==> config.mk <==
export PLATFORM = sky130hd
export DESIGN_NAME = rom_row_fetcher_flat
export DESIGN_NICKNAME = d
export VERILOG_FILES = /design/src/rtl/rom_row_fetcher_pkg.sv /design/src/rtl/rom_row_fetcher_if.sv /design/src/rtl/rom_row_fetcher_word_serializer.sv /design/src/rtl/rom_row_fetcher.sv /design/src/flat_wrapper.sv
export SDC_FILE = /design/constraint.sdc
export NUM_CORES = 1
export LEC_CHECK = 0
export ABC_CLOCK_PERIOD_IN_PS = 1300
export CAP_MARGIN = 10
export CORE_ASPECT_RATIO = 0.7
export CORE_UTILIZATION = 45
export CTS_BUF_LIST = sky130_fd_sc_hd__clkbuf_4 sky130_fd_sc_hd__clkbuf_8
export CTS_CLUSTER_SIZE = 8
export DETAILED_ROUTE_END_ITERATION = 10
export HOLD_SLACK_MARGIN = 0.08
export PLACE_DENSITY_LB_ADDON = 0.1
export SYNTH_ARGS = -nofsm -noshare
export SYNTH_HDL_FRONTEND = slang
export SYNTH_SLANG_ARGS = --single-unit
==> constraint.sdc <==
create_clock -name clock -period 1.3 [get_ports clock]
set_input_delay 0.325 -clock clock [delete_from_list [all_inputs] [get_ports clock]]
set_output_delay 0.325 -clock clock [all_outputs]
set_load 0.005 [all_outputs]
==> src/rtl/rom_row_fetcher_pkg.sv <==
// Shared types and sizing for the coefficient ROM row fetcher.
// Imported by the serializer and the top-level fetcher.
package rom_fetch_pkg;

  localparam int unsigned DATA_W_DEF     = 64;
  localparam int unsigned BYTE_W_DEF     = 8;
  localparam int unsigned BYTES_PER_WORD = DATA_W_DEF / BYTE_W_DEF;
  localparam int unsigned LANE_W         = $clog2(BYTES_PER_WORD);

  typedef enum logic [2:0] {
    IDLE,
    ISSUE,
    CAPTURE,
    SEND,
    DONE
  } fetch_state_t;

endpackage

==> src/rtl/rom_row_fetcher_if.sv <==
// Tagged valid/ready byte stream from the fetcher to the MAC/FIFO fill stage.
// The master drives data and tags; the slave drives ready.
interface rom_row_fetcher_if #(
  parameter int unsigned ADDR_W = 5,
  parameter int unsigned BYTE_W = 8,
  parameter int unsigned LANE_W = 3
);

  logic              out_valid;
  logic              out_ready;
  logic [BYTE_W-1:0] out_data;
  logic [ADDR_W-1:0] out_word;
  logic [LANE_W-1:0] out_byte;
  logic              out_last;

  modport master (
    output out_valid,
    input  out_ready,
    output out_data,
    output out_word,
    output out_byte,
    output out_last
  );

  modport slave (
    input  out_valid,
    output out_ready,
    input  out_data,
    input  out_word,
    input  out_byte,
    input  out_last
  );

endinterface

==> src/rtl/rom_row_fetcher_word_serializer.sv <==
// Holds one captured ROM word and shifts it out MSB byte first on a valid/ready handshake.
// Valid rises on load and drops after the last lane is accepted.
module word_serializer
  import rom_fetch_pkg::*;
#(
  parameter int unsigned DATA_W = 64,
  parameter int unsigned BYTE_W = 8
) (
  input  logic              clock,
  input  logic              reset,
  input  logic              load_i,
  input  logic [DATA_W-1:0] load_data_i,
  input  logic              ready_i,
  output logic              valid_o,
  output logic [BYTE_W-1:0] data_o,
  output logic [LANE_W-1:0] lane_o,
  output logic              last_lane_o,
  output logic              word_done_o
);

  localparam int unsigned Lanes = DATA_W / BYTE_W;

  logic [DATA_W-1:0] word_q, word_d;
  logic [LANE_W-1:0] lane_q, lane_d;
  logic              valid_q, valid_d;
  logic              handshake;

  assign handshake   = valid_q && ready_i;
  assign last_lane_o = (lane_q == LANE_W'(Lanes - 1));
  assign word_done_o = handshake && last_lane_o;
  assign valid_o     = valid_q;
  assign data_o      = word_q[DATA_W-1 -: BYTE_W];
  assign lane_o      = lane_q;

  always_comb begin
    word_d  = word_q;
    lane_d  = lane_q;
    valid_d = valid_q;
    if (load_i) begin
      word_d  = load_data_i;
      lane_d  = '0;
      valid_d = 1'b1;
    end else if (handshake) begin
      word_d = word_q << BYTE_W;
      lane_d = lane_q + LANE_W'(1);
      if (last_lane_o) begin
        valid_d = 1'b0;
      end
    end
  end

  always_ff @(posedge clock) begin
    if (reset) begin
      word_q  <= '0;
      lane_q  <= '0;
      valid_q <= 1'b0;
    end else begin
      word_q  <= word_d;
      lane_q  <= lane_d;
      valid_q <= valid_d;
    end
  end

endmodule

==> src/rtl/rom_row_fetcher.sv <==
// Walks the coefficient ROM from address 0 to NUM_WORDS-1, absorbing its one-cycle read
// latency, and streams every word out as tagged bytes.
module rom_row_fetcher
  import rom_fetch_pkg::*;
#(
  parameter int unsigned ADDR_W    = 5,
  parameter int unsigned DATA_W    = 64,
  parameter int unsigned BYTE_W    = 8,
  parameter int unsigned NUM_WORDS = 9
) (
  input  logic              clock,
  input  logic              reset,
  input  logic              start,
  output logic              busy,
  output logic              done,
  output logic [ADDR_W-1:0] rom_address,
  input  logic [DATA_W-1:0] rom_q,
  rom_row_fetcher_if.master out_if
);

  fetch_state_t      state_q, state_d;
  logic [ADDR_W-1:0] word_idx_q, word_idx_d;

  logic              ser_load;
  logic              ser_valid;
  logic [BYTE_W-1:0] ser_data;
  logic [LANE_W-1:0] ser_lane;
  logic              ser_last_lane;
  logic              ser_word_done;
  logic              last_word;

  assign last_word = (word_idx_q == ADDR_W'(NUM_WORDS - 1));

  always_comb begin
    state_d    = state_q;
    word_idx_d = word_idx_q;
    ser_load   = 1'b0;
    unique case (state_q)
      IDLE: begin
        if (start) begin
          state_d    = ISSUE;
          word_idx_d = '0;
        end
      end
      // The ROM registers rom_address at the edge that leaves this state.
      ISSUE:   state_d = CAPTURE;
      CAPTURE: begin
        ser_load = 1'b1;
        state_d  = SEND;
      end
      SEND: begin
        if (ser_word_done) begin
          if (last_word) begin
            state_d = DONE;
          end else begin
            word_idx_d = word_idx_q + ADDR_W'(1);
            state_d    = ISSUE;
          end
        end
      end
      DONE:    state_d = IDLE;
      default: state_d = IDLE;
    endcase
  end

  always_ff @(posedge clock) begin
    if (reset) begin
      state_q    <= IDLE;
      word_idx_q <= '0;
    end else begin
      state_q    <= state_d;
      word_idx_q <= word_idx_d;
    end
  end

  word_serializer #(
    .DATA_W (DATA_W),
    .BYTE_W (BYTE_W)
  ) u_serializer (
    .clock       (clock),
    .reset       (reset),
    .load_i      (ser_load),
    .load_data_i (rom_q),
    .ready_i     (out_if.out_ready),
    .valid_o     (ser_valid),
    .data_o      (ser_data),
    .lane_o      (ser_lane),
    .last_lane_o (ser_last_lane),
    .word_done_o (ser_word_done)
  );

  assign rom_address = word_idx_q;
  assign busy        = (state_q != IDLE);
  assign done        = (state_q == DONE);

  assign out_if.out_valid = ser_valid;
  assign out_if.out_data  = ser_data;
  assign out_if.out_word  = word_idx_q;
  assign out_if.out_byte  = ser_lane;
  assign out_if.out_last  = ser_valid && last_word && ser_last_lane;

endmodule

==> src/flat_wrapper.sv <==
// flat-port wrapper written by rule: the top's interface ports become plain ports
module rom_row_fetcher_flat import rom_fetch_pkg::*;
#(
  parameter int unsigned ADDR_W    = 5,
  parameter int unsigned DATA_W    = 64,
  parameter int unsigned BYTE_W    = 8,
  parameter int unsigned NUM_WORDS = 9
)
  (clock, reset, start, busy, done, rom_address, rom_q, out_if_out_valid, out_if_out_ready, out_if_out_data, out_if_out_word, out_if_out_byte, out_if_out_last);
  rom_row_fetcher_if #(.ADDR_W(ADDR_W), .BYTE_W(BYTE_W), .LANE_W(3)) out_if_i ();
  input  logic clock;
  input  logic reset;
  input  logic start;
  output logic busy;
  output logic done;
  output logic [ADDR_W-1:0] rom_address;
  input  logic [DATA_W-1:0] rom_q;
  output wire logic [$bits(out_if_i.out_valid)-1:0] out_if_out_valid;
  input wire logic [$bits(out_if_i.out_ready)-1:0] out_if_out_ready;
  output wire logic [$bits(out_if_i.out_data)-1:0] out_if_out_data;
  output wire logic [$bits(out_if_i.out_word)-1:0] out_if_out_word;
  output wire logic [$bits(out_if_i.out_byte)-1:0] out_if_out_byte;
  output wire logic [$bits(out_if_i.out_last)-1:0] out_if_out_last;
  assign out_if_out_valid = out_if_i.out_valid;
  assign out_if_i.out_ready = out_if_out_ready;
  assign out_if_out_data = out_if_i.out_data;
  assign out_if_out_word = out_if_i.out_word;
  assign out_if_out_byte = out_if_i.out_byte;
  assign out_if_out_last = out_if_i.out_last;
  rom_row_fetcher #(.ADDR_W(ADDR_W), .DATA_W(DATA_W), .BYTE_W(BYTE_W), .NUM_WORDS(NUM_WORDS)) u_core (.clock(clock), .reset(reset), .start(start), .busy(busy), .done(done), .rom_address(rom_address), .rom_q(rom_q), .out_if(out_if_i));
endmodule
==> impl_metrics.yaml <==
outcome:
  outcome: "finished, violations left"
  violations: "negative setup slack"
critical_path:
  worstRegToRegCells: 10
  arrival_ns: 1.42
  reg2reg_slack_ns: -0.40
  cp_data_required_time_ns: 0.98
  criticalPathCategory: "flip-flop to output port"
  critPathBufInv: 2
  start_kind: "flip-flop"
  cp-end-kind: "output port"
  critPathMaxFanout: 2
  crit_slowest_cell: "dfxtp_4"
  r2r-end: "u_core.state_q[0]"
  cp_cell_sequence: "inv_2 -> ha_4 -> and4bb_2 -> and3_4 -> buf_6"
  cpPeakStageDelay_ns: 0.35
  cp_top_family: "simple AND/OR/NAND/NOR gates"
  r2r-start: "u_core.out_if.out_word[0]"
power:
  power_density_mw_per_mm2: 1030
  p_seq_share_pct: 42.4
  p_leak_nw: 2.23
  pwr-share-comb_pct: 25.3
  p_sw_share_pct: 29.2
  power.share.clock_pct: 32.3
  p_int_w: 0.00450
  p_switching_w: 0.00186
  ir_drop_v: 0.000719
timing:
  fin_setup_tns_ns: -4.91
  finalSetupViolCount: 63
  grt_setup_unrepaired: "true"
  period_share_pct: 134
  max_freq_mhz: 572
  layout_setup_ws_ns: -0.447
  slew_viol_final: 0
  slew_headroom_pct: 79.0
  fin_crit_ns: 1.75
  hold_viol: 0
  clock_skew_ns: 0.0119
  worst_pin_slew_ns: 0.312
  hold_slack_ns: 0.334
synthesis:
  synthAdderAreaFrac_pct: 1.42
  synth_xor_xnor_area_share_pct: 0.249
  synth-simple-area-share_pct: 29.3
  syn_nets: 511
  muxShareOfSynthArea_pct: 0.569
  synth_top_family_by_area: "simple AND/OR/NAND/NOR gates"
  synth_cells: 439
  synth-seq-cells: 76
  syn-mean-instance-area_um2: 8.01
  yosysWarnings: 0
  ys_seq_area_share_pct: 43.3
  synth_area_mm2: 0.00352
  synth-compound-area-share_pct: 16.5
  synth_cell_type_count: 32
global_route:
  antenna_found_initial: 0
  grt_max_degree: 35
  grt_pass1_wl_mm: 17.4
  grt_pass1_vias: 3607
  grt_usage_pct: 26.4
  overflow: 0
cts:
  cts_tree: "yes"
  cts_hold_buf: 0
  cts-root-buf: "clkbuf_8"
  cts.clk_slew.worst_paths_ns: 0.08
  worstSkewPairLatency_ns: 0.35
  clock_path_buffers: 2
  clkSinkCount: 76
  h-tree-depth: 3
  cts_made_buffers: 9
min_path:
  min-delay-start: "reset"
  min_delay_path_depth: 2
  worstHoldPathType: "input pin to flip-flop"
  hold_end: "u_core.out_if.out_word[0]"
place:
  place_ws_ns: -0.457
  gp_congestion: 0.821
  io_buffers: 92
  hpwl_mm: 6.35
final_layout:
  syn_to_final_growth_pct: 76.0
  seqCellArea_mm2: 0.00156
  multi_input_area_mm2: 0.00241
  mostFrequentLayoutCell: "nand3_1"
  diodes: 0
  layout-drive-gt1-share_pct: 45.1
  fillers: 381
  final_cell_mix: "nand3_1, clkdlybuf4s50_1, dfxtp_1"
  nNetsFinal: 630
  utilization_pct: 83.5
detailed_routing:
  ant_nets: 0
  routed_wl_mm: 13.5
  vias_per_cell: 6.20
  vias: 4095
  drt-initial-drc-count: 394
  avgRoutedWirePerCell_um: 20.4
  firstDrtPassIters: 6
  post-route-drc-count: 0
floorplanning:
  dieArea_mm2: 0.00818
  core-area_mm2: 0.00742
  num_rows: 26
  initial_core_util_pct: 47.4
  die_x_um: 108
  die_h_um: 76.0
  ios: 93
flow_run:
  max_cap_viol_count: 0
==> registers in the layout (all words and copies together) (netlist names) <==
register,count
u_core.out_if.out_word,5
u_core.state_q,3
u_core.u_serializer.lane_o,3
u_core.u_serializer.valid_o,1
u_core.u_serializer.word_q,64
==> metal layers <==
layer  up-vias  part of all wire (%)  track usage (%)
met5         -                     0                0
met4         0                   2.6             6.30
met3        36                   7.4             5.25
met2       242                    50             42.7
met1      2006                    40             36.0
li1       1811                     -                -
==> synth_stat cells, drive strengths merged <==
library cell   n  area (um^2)
dfxtp         76         1520
nand2         72          270
nand3         69          358
nor2          60          225
a311oi        56          490
clkbuf        30          113
buf           28          180
a21oi         11         55.1
nor3           5         25.0
ha             4         50.1
and3           3         18.8
inv            3         11.3
nand4b         3         26.3
a31oi          2         12.5
and2           2         13.8
mux2i          2         20.0
nor4           2         12.5
o31ai          2         15.0
a31o           1         8.76
and4           1         11.3
and4bb         1         12.5
nand4          1         6.26
nand4bb        1         27.5
nor4b          1         8.76
or3            1         6.26
or3b           1         8.76
xor2           1         8.76
==> through the flow <==
stage | total power (W) | area, um^2 | instances
floorplan | 0.00321 | 3580 | 439
global placement | 0.00368 | 4720 | 607
detailed placement | 0.00370 | 4720 | 607
CTS | 0.00589 | 5460 | 646
global route | 0.00656 | 6190 | 661
finish | 0.00636 | 6190 | 661
==> logic make-up after synthesis <==
kind of cell / after synthesis
buffers and inverters: 61
adder cells (fa/ha/maj): 4
AO/OA/AOI/OAI: 72
AND/OR/NAND/NOR: 223
multiplexers: 2
XOR/XNOR: 1
flip-flops: 76
==> how the worst max path moves through the flow <==
stage | end | depth (start not counted) | from
final | out_if_out_last | 5 | u_core.out_if.out_word[0]
after global routing | out_if_out_last | 5 | u_core.out_if.out_word[0]
after CTS | out_if_out_last | 5 | u_core.out_if.out_word[0]
after detailed placement | out_if_out_last | 5 | u_core.out_if.out_word[1]
after global placement | out_if_out_last | 5 | u_core.out_if.out_word[1]
after floorplan | u_core.out_if.out_word[1] | 6 | u_core.u_serializer.lane_o[1]
==> area by class of cell <==
type	instances	share of cell area [%]
inverters	3	0.182
repair buffers	165	30.1
clock buffers	10	2.22
well taps	98	1.98
clock inverters	6	1.39
flip-flops and latches	76	25.1
multi-input cells	303	39.0
==> repair_timing <==
item	CTS	global route
setup buffers	17	26
gates cloned	8	4
setup endpoints to repair	32	80
pin swaps	30	45
gates resized for setup	138	154
==> worst reg2reg max path, stage by stage, from the launching register on <==
cell,delay [ns]
dfxtp_4,0.35
inv_2,0.06
ha_4,0.13
and4bb_2,0.27
buf_4,0.12
buf_6,0.08
buf_6,0.08
buf_6,0.10
nand4_1,0.14
a21oi_1,0.21
nor3_1,0.07
==> power by group through the flow <==
stage	sequential, W	clock (W)	combinational (W)
global route	0.00271	0.00216	0.00169
detailed placement	0.00270	0	0.000995
finish	0.00270	0.00205	0.00161
global placement	0.00270	0	0.000983
CTS	0.00266	0.00205	0.00119
floorplan	0.00267	0	0.000545
Power figures use the tool's default switching activity.
